<file path="src/rtl/echip_readout_pkg.sv">
// Purpose: shared types and constants for the CIC3 readout scheduler.
// Latency: n/a (declarations only).
// Backpressure: n/a.
package echip_readout_pkg;

    // Readout scheduler states
    typedef enum logic [1:0] {
        IDLE  = 2'd0,
        ARMED = 2'd1,
        SHIFT = 2'd2
    } rd_state_e;

    // Width of the CIC3 filter output word and of one serial frame
    localparam int CIC_OUT_W = 25;

    // Serializer clocks per sclk period (spacing of sample_strobe pulses)
    localparam int SCLK_DIV = 16;

endpackage

</file>
<file path="src/rtl/readout_decim_counter.sv">
// Purpose: counts sample strobes and flags every Nth one as a capture; N latched on arm, 0 means 2^RATIO_W.
// Latency: capture_due is combinational with the strobe; counter state updates on the next clk edge.
// Backpressure: none; counting never stalls, so the decimation phase survives busy frames.
module readout_decim_counter
    import echip_readout_pkg::*;
#(
    parameter int RATIO_W = 8
) (
    input  logic               clk,
    input  logic               reset_n,
    input  logic               arm,
    input  logic               count_en,
    input  logic               sample_strobe,
    input  logic [RATIO_W-1:0] decim_ratio,
    output logic               capture_due
);

    localparam logic [RATIO_W:0] RATIO_MAX = {1'b1, {RATIO_W{1'b0}}};
    localparam logic [RATIO_W:0] RATIO_ONE = {{RATIO_W{1'b0}}, 1'b1};

    // One extra bit so a programmed 0 can hold the full 2^RATIO_W
    logic [RATIO_W:0]   ratio_q, ratio_d;
    logic [RATIO_W-1:0] cnt_q, cnt_d;
    logic               due;

    // Capture is due on the strobe that completes the current ratio window
    always_comb begin
        due     = count_en && sample_strobe && ({1'b0, cnt_q} == (ratio_q - RATIO_ONE));
        ratio_d = ratio_q;
        cnt_d   = cnt_q;
        if (arm) begin
            ratio_d = (decim_ratio == '0) ? RATIO_MAX : {1'b0, decim_ratio};
            cnt_d   = '0;
        end else if (count_en && sample_strobe) begin
            cnt_d = due ? '0 : cnt_q + 1'b1;
        end
    end

    assign capture_due = due;

    // Ratio latch and strobe counter registers
    always_ff @(posedge clk) begin
        if (!reset_n) begin
            ratio_q <= '0;
            cnt_q   <= '0;
        end else begin
            ratio_q <= ratio_d;
            cnt_q   <= cnt_d;
        end
    end

endmodule

</file>
<file path="src/rtl/cic_readout_ctrl.sv">
// Purpose: captures one CIC3 word every N sclk strobes and shifts it out MSB-first with a frame qualifier.
// Latency: first bit appears 1 clk after the capturing strobe; a frame lasts DATA_W clk.
// Backpressure: none; a capture due mid-frame is dropped and raises the sticky overrun flag.
module cic_readout_ctrl
    import echip_readout_pkg::*;
#(
    parameter int DATA_W  = CIC_OUT_W,
    parameter int RATIO_W = 8
) (
    input  logic               clk,
    input  logic               reset_n,
    input  logic               enable,
    input  logic [RATIO_W-1:0] decim_ratio,
    input  logic               sample_strobe,
    input  logic [DATA_W-1:0]  din,
    input  logic               clr_overrun,
    output logic               sdata,
    output logic               sframe,
    output logic               word_valid,
    output logic               busy,
    output logic               overrun
);

    localparam int              BCNT_W   = (DATA_W > 1) ? $clog2(DATA_W) : 1;
    localparam logic [BCNT_W-1:0] LAST_IDX = BCNT_W'(DATA_W - 1);

    rd_state_e          state_q, state_d;
    logic [BCNT_W-1:0]  bit_cnt_q, bit_cnt_d;
    logic [DATA_W-1:0]  shreg_q, shreg_d;
    logic               sdata_q, sdata_d;
    logic               sframe_q, sframe_d;
    logic               word_valid_q, word_valid_d;
    logic               busy_q, busy_d;
    logic               overrun_q, overrun_d;

    logic               arm;
    logic               count_en;
    logic               capture_due;
    logic               load;

    // Ratio is latched only when leaving IDLE; strobes in the disabling ARMED cycle are ignored
    assign arm      = (state_q == IDLE) && enable;
    assign count_en = ((state_q == ARMED) && enable) || (state_q == SHIFT);

    readout_decim_counter #(
        .RATIO_W (RATIO_W)
    ) u_decim_counter (
        .clk           (clk),
        .reset_n       (reset_n),
        .arm           (arm),
        .count_en      (count_en),
        .sample_strobe (sample_strobe),
        .decim_ratio   (decim_ratio),
        .capture_due   (capture_due)
    );

    // Next-state and next-output logic; every output is taken from a flop
    always_comb begin
        state_d      = state_q;
        bit_cnt_d    = bit_cnt_q;
        shreg_d      = shreg_q;
        sdata_d      = 1'b0;
        sframe_d     = 1'b0;
        word_valid_d = 1'b0;
        overrun_d    = overrun_q && !clr_overrun;
        load         = 1'b0;

        case (state_q)
            IDLE: begin
                if (enable) begin
                    state_d = ARMED;
                end
            end
            ARMED: begin
                if (!enable) begin
                    state_d = IDLE;
                end else if (capture_due) begin
                    load = 1'b1;
                end
            end
            SHIFT: begin
                if (bit_cnt_q != '0) begin
                    // Mid-frame: keep shifting; a capture landing here is lost
                    bit_cnt_d = bit_cnt_q - 1'b1;
                    shreg_d   = shreg_q << 1;
                    sdata_d   = shreg_q[DATA_W-2];
                    sframe_d  = 1'b1;
                    if (capture_due) begin
                        overrun_d = 1'b1;
                    end
                end else if (!enable) begin
                    // Disabled while the last bit goes out: finish and park, any coincident capture is discarded
                    state_d = IDLE;
                end else if (capture_due) begin
                    // Capture on the last bit chains straight into the next frame
                    load = 1'b1;
                end else begin
                    state_d = ARMED;
                end
            end
            default: begin
                state_d = IDLE;
            end
        endcase

        if (load) begin
            state_d      = SHIFT;
            shreg_d      = din;
            bit_cnt_d    = LAST_IDX;
            sdata_d      = din[DATA_W-1];
            sframe_d     = 1'b1;
            word_valid_d = 1'b1;
        end
    end

    assign busy_d = (state_d == SHIFT);

    // FSM, shifter and registered outputs
    always_ff @(posedge clk) begin
        if (!reset_n) begin
            state_q      <= IDLE;
            bit_cnt_q    <= '0;
            shreg_q      <= '0;
            sdata_q      <= 1'b0;
            sframe_q     <= 1'b0;
            word_valid_q <= 1'b0;
            busy_q       <= 1'b0;
            overrun_q    <= 1'b0;
        end else begin
            state_q      <= state_d;
            bit_cnt_q    <= bit_cnt_d;
            shreg_q      <= shreg_d;
            sdata_q      <= sdata_d;
            sframe_q     <= sframe_d;
            word_valid_q <= word_valid_d;
            busy_q       <= busy_d;
            overrun_q    <= overrun_d;
        end
    end

    assign sdata      = sdata_q;
    assign sframe     = sframe_q;
    assign word_valid = word_valid_q;
    assign busy       = busy_q;
    assign overrun    = overrun_q;

endmodule
</file>
<file path="config.mk">
export PLATFORM = sky130hd
export DESIGN_NAME = cic_readout_ctrl
export DESIGN_NICKNAME = d
export VERILOG_FILES = /design/src/rtl/echip_readout_pkg.sv /design/src/rtl/readout_decim_counter.sv /design/src/rtl/cic_readout_ctrl.sv
export SDC_FILE = /design/constraint.sdc
export NUM_CORES = 1
export LEC_CHECK = 0
export CORE_AREA = 2 2 74 76
export CTS_BUF_LIST = sky130_fd_sc_hd__clkbuf_16
export CTS_CLUSTER_DIAMETER = 80
export CTS_CLUSTER_SIZE = 25
export DETAILED_ROUTE_END_ITERATION = 8
export DIE_AREA = 0 0 76 78
export GPL_TIMING_DRIVEN = 0
export PLACE_DENSITY = 0.9
export SETUP_SLACK_MARGIN = 0.15
export SLEW_MARGIN = 0
export SYNTH_ARGS = -nofsm -noshare
export SYNTH_HDL_FRONTEND = slang
export SYNTH_HIERARCHICAL = 1
export SYNTH_SLANG_ARGS = --single-unit
</file>
<file path="constraint.sdc">
create_clock -name clk -period 7.1 [get_ports clk]
set_input_delay 1.775 -clock clk [delete_from_list [all_inputs] [get_ports clk]]
set_output_delay 1.775 -clock clk [all_outputs]
set_load 0.02 [all_outputs]
</file>
==> metrics.csv, run 1 <==
metric;value;unit
outcome;complete, no violations;
synth_common_cells;nand2_1, dfxtp_1, a31oi_1;
cts_max_path_buffers;2;
ys_seq_area_share;38.5;%
r2r_start;u_decim_counter/ratio_q[0]$_SDFFE_PN0P_;
timing.setup.tns;0;ns
ioPinCount;43;
grt_setup_unrepaired;false;
rr_worst_depth;14;
core_area;5040;um^2
path_max_fanout;10;
worst-path-buf-inv;3;
synth_edf_count;0;
grt_overflow_total;0;
gp_congestion;0.782;
clk_latency;0.29;ns
die_w;76;um
antenna_cells;0;
io_buffers;41;
area_delta_synth_final;25.1;%
clk_pin_slew_worst_paths;0.07;ns
leakagePower;1.27;nW
h-tree-depth;2;
min_path_type;reg2reg;
ys_ff_latch;53;
grt_pass1_vias;2430;
ys_warn_count;6;
synth_top_flop_cell;dfxtp_1;
antenna_found_initial;0;
clock-root-buffer;clkbuf_16;
rrSetupSlack;3.96;ns
fmax;0.259;GHz
hold_end;shreg_q[16]$_SDFFE_PN0P_;
grt_usage;22.2;%
fin_crit;3.87;ns
synth.top_cells.by_area;dfxtp_1, nand2_1, a31oi_1;
worst_slack;3.23;ns
cp_slowest_cell;clkdlybuf4s50_1;
cts_tree;built;
drt_iter0_drc;144;
post-cts-setup-buffers;0;
vdd_drop_max;142;uV
pre_cts_ws;3.00;ns
die_area;5930;um^2
cts_hold_buf;0;
synth_top_area_share;38.5;%
cts_buffers;5;
regToRegEndpoint;shreg_q[22]$_SDFFE_PN0P_;
max_stage_delay;0.46;ns
ant_nets;0;
synth_fp_nets;369;
setup.worst_path.end_class;register;
ctsResizeCount;0;
min_from;shreg_q[15]$_SDFFE_PN0P_;
yosysMostFrequentCell;nand2_1;
synthArstFlopShare;0;%
fin_nets;417;
clock_skew;0.00711;ns
die_h;78;um
holdPathStages;2;
arrival;4.04;ns
avgViaCountPerCell;5.56;
synthesis.area;2760;um^2
vias;2464;
grt_max_degree;19;
dr.pass1.iters;4;
dp_hpwl;4560;um
worst_pin_slew;0.650;ns
drive_above_1_share;10.5;%
crit_type;in2reg;
start_util;54.7;%
grt_pass1_wl;10800;um
rows;26;
setup_violations;0;
synthCells;324;
drv_slew;0;
start_kind;input port;
period_share;54.4;%
synth.largest_area_cell;dfxtp_1;
power-per-cell-area;201;nW/um^2
worstPathCellList;clkdlybuf4s50_1 > and2_1 > clkbuf_1 > nand3_1 > nor2_1 > and3_1 > nand4_1 > o21a_4 > buf_6 > o21ai_1 > a31oi_1;
slew_headroom;56.7;%
max-cap-violations;0;
wl_per_cell;14.1;um
wl;6240;um
critPathRequiredTime;7.28;ns
cts.sink_count;53;
route.detailed.drc;0;
synth.distinct_cells;47;
critPathTopFamily;simple AND/OR/NAND/NOR gates;
hold_violations;0;
synth.avg_cell_area;8.51;um^2
==> tightest hold or removal path, cell delays in order, from the launching register on <==
cell and delay [ns]:
dfxtp_1 0.31, nand2_1 0.05, a31oi_1 0.07
==> worst max path at each step <==
stage,start,endpoint,slack (ns),cells past startpoint
after floorplan,enable,shreg_q[18]$_SDFFE_PN0P_,3.40,12
after CTS,sample_strobe,shreg_q[22]$_SDFFE_PN0P_,3.25,11
final,sample_strobe,shreg_q[22]$_SDFFE_PN0P_,3.23,11
after global placement,sample_strobe,shreg_q[22]$_SDFFE_PN0P_,3.08,11
after global routing,sample_strobe,shreg_q[18]$_SDFFE_PN0P_,3.07,11
after detailed placement,sample_strobe,shreg_q[22]$_SDFFE_PN0P_,3.00,11
==> report_power, final <==
group	internal, W	switching (W)	total (W)
sequential	0.000301	0.00000590	0.000307
combinational	0.0000409	0.0000329	0.0000738
clock	0.000203	0.000109	0.000313
==> area by class of cell <==
type / count / area [um^2]
Clock inverter: 3 / 68.8
Sequential cell: 53 / 1060
Inverter: 9 / 33.8
Buffer: 23 / 160
Clock buffer: 5 / 125
Tap cell: 70 / 87.6
Timing Repair Buffer: 41 / 410
Fill cell: 411 / 1590
Multi-Input combinational cell: 239 / 1500
==> layer usage <==
metal | GRT usage, % | share of wire [%] | up-vias
li1 | - | - | 1230
met1 | 23.7 | 42 | 1168
met2 | 42.8 | 53 | 56
met3 | 4.77 | 3.6 | 10
met4 | 8.36 | 1.6 | 0
met5 | 0 | 0 | -
==> state kept, by name, summed over array words and instances (netlist names) <==
name                     flops
bit_cnt_q                    5
u_decim_counter/ratio_q      9
sframe                       1
u_decim_counter/cnt_q        8
state_q                      2
sdata                        1
overrun                      1
word_valid                   1
busy                         1
shreg_q                     24
==> cells in the final DEF (no fill, tap or decap), drive strengths merged, types with 3 or more instances in the layout <==
cell type and count:
clkdlybuf4s50 41, a21oi 9, inv 10, buf 16
and3 4, nor2b 9, nand4 3, a211oi 4
nor2 10, nor4 3, mux2i 9, a31oi 27
xor2 11, ha 7, and2 5, nor3 10
nand2b 5, o21ai 32, xnor2 7, clkbuf 12
nand3 9, dfxtp 53, nand2 56
==> per-stage QoR <==
stage	hold WS (ns)	cells	util [%]	power [W]	cell area, um^2
2_1_floorplan	0.448	324	-	0.000355	2760
3_3_place_gp	0.459	435	64.6	0.000384	3260
3_5_place_dp	0.464	435	64.6	0.000386	3260
4_1_cts	0.474	443	68.4	0.000697	3450
5_1_grt	0.493	443	68.4	0.000719	3450
6_report	0.475	443	68.4	0.000693	3450
==> logic make-up after synthesis <==
group	after synthesis	synth area share (%)
adder cells (fa/ha/maj)	7	3.18
XOR/XNOR	18	5.72
multiplexers	9	3.27
flip-flops	53	38.5
AND/OR/NAND/NOR	122	23.8
buffers and inverters	32	7.03
AO/OA/AOI/OAI	83	18.6
Power figures use the tool's default switching activity.
==> run 2: changes to the inputs <==
CORE_AREA = 2 2 79 81   (was 2 2 74 76)
DIE_AREA = 0 0 81 83   (was 0 0 76 78)
PLACE_DENSITY = 0.84   (was 0.9)
clock period = 3.2 ns   (was 7.1 ns; I/O delays follow)
==> metrics.csv, run 2 (synthesis gave the netlist of run 1 again) <==
metric;value;unit
outcome;complete, no violations;
worst_slack;0.415;ns
cp-startpoint;u_decim_counter/ratio_q[0]$_SDFFE_PN0P_;
timing.setup.tns;0;ns
die_w;81;um
fin_crit;2.78;ns
grt_max_degree;19;
worst-path-buf-inv;4;
hold_violations;0;
route.detailed.drc;0;
clock_skew;0.00606;ns
setup_violations;0;
die_h;83;um
die_area;6720;um^2
vias;2416;
r2r_start;u_decim_counter/ratio_q[0]$_SDFFE_PN0P_;
h-tree-depth;2;
post-cts-setup-buffers;0;
antenna_cells;0;
grt_usage;19.0;%
max_stage_delay;0.32;ns
fin_nets;417;
crit_type;reg2reg;
clk_pin_slew_worst_paths;0.07;ns
grt_setup_unrepaired;false;
grt_pass1_wl;10300;um
regMostFlops;shreg_q;
wl;6030;um
path_max_fanout;10;
pwr-share-comb;12.1;%
layout_commonest_cell;nand2_1;
vdd_drop_max;219;uV
largest_register_ffs;24;
gp_congestion;0.771;
max-cap-violations;0;
clock-root-buffer;clkbuf_16;
placed_cells;440;
min_from;shreg_q[21]$_SDFFE_PN0P_;
critPathRequiredTime;3.38;ns
p_int;0.00105;W
worst_pin_slew;0.656;ns
fin_cells;448;
p_seq_share;49.9;%
reg_top3;shreg_q (24), u_decim_counter/ratio_q (9), u_decim_counter/cnt_q (8);
arrival;2.96;ns
swShare;23.2;%
rows;28;
avgViaCountPerCell;5.39;
final_util;58.7;%
period_share;87.0;%
pre_cts_ws;0.108;ns
wl_per_cell;13.5;um
start_kind;register;
ioPinCount;43;
power-per-cell-area;399;nW/um^2
core_area;5820;um^2
slew_headroom;56.3;%
grt_overflow_total;0;
drt_iter0_drc;99;
cp_slowest_cell;a211oi_1;
fmax;0.359;GHz
final_cell_area;3410;um^2
p_switching;0.000316;W
antenna_found_initial;0;
clkPwrFrac;38.0;%
clk_latency;0.29;ns
dpl_cell_area;3260;um^2
cts_hold_buf;0;
cts_tree;built;
min_path_type;reg2reg;
cts.sink_count;53;
leakagePower;1.25;nW
worstPathCellList;clkbuf_2 > inv_1 > ha_1 > buf_2 > o21bai_1 > a211oi_1 > a211oi_2 > a21oi_2 > and3_4 > nand4_1 > o21a_4 > buf_6 > o21ai_1 > a31oi_1;
start_util;47.4;%
ant_nets;0;
drive_above_1_share;10.7;%
cts_buffers;5;
critPathTopFamily;compound AO/OA/AOI/OAI gates;
grt_pass1_vias;2393;
cts_max_path_buffers;2;
drv_slew;0;
io_buffers;41;
setup.worst_path.end_class;register;
area_delta_synth_final;23.8;%
dr.pass1.iters;4;
most-common-layout-cells;nand2_1, dfxtp_1, clkdlybuf4s50_1;
dp_hpwl;4320;um
[run 2: area by class of cell]
cell class / instances / area [um^2]
Clock inverter: 3 / 16.3
Tap cell: 75 / 93.8
Sequential cell: 53 / 1060
Multi-Input combinational cell: 239 / 1510
Inverter: 9 / 33.8
Clock buffer: 5 / 125
Timing Repair Buffer: 41 / 410
Fill cell: 562 / 2400
Buffer: 23 / 161
[run 2: through the flow]
step	total power, W	hold WS (ns)
global placement	0.000852	0.459
global route	0.00142	0.500
floorplan	0.000787	0.448
CTS	0.00137	0.476
finish	0.00136	0.478
detailed placement	0.000857	0.464
[run 2: path summary, 6_finish.rpt]
kind                              end  slack, ns  cells after the start
max           shreg_q[8]$_SDFFE_PN0P_       0.42                     14
min          shreg_q[21]$_SDFFE_PN0P_       0.48                      2
max reg2reg   shreg_q[8]$_SDFFE_PN0P_       0.42                     14
min reg2reg  shreg_q[21]$_SDFFE_PN0P_       0.48                      2
[run 2: worst min-delay path, cell delays in order, from the launching register on]
cell,delay [ns]
dfxtp_1,0.31
nand2_1,0.05
a31oi_1,0.07
[run 2: what timing repair did]
item | CTS | global route
hold endpoints to repair | 0 | 0
resized for setup | 1 | 3
setup endpoints to repair | 24 | 32
[run 2: power by group through the flow]
stage / sequential (W) / clock, W / combinational [W]
global route: 0.000681 / 0.000559 / 0.000182
finish: 0.000680 / 0.000518 / 0.000165
global placement: 0.000695 / 0 / 0.000157
CTS: 0.000680 / 0.000530 / 0.000163
detailed placement: 0.000696 / 0 / 0.000161
floorplan: 0.000692 / 0 / 0.0000945
[run 2: routing by layer]
metal	global-route usage (%)	wire length, um	up-vias	share of wire (%)
met5	0	0	-	0
met2	31.8	3010	59	50
li1	-	-	1225	-
met4	6.47	72	0	1.2
met3	3.70	266	8	4.4
met1	24.1	2680	1124	44
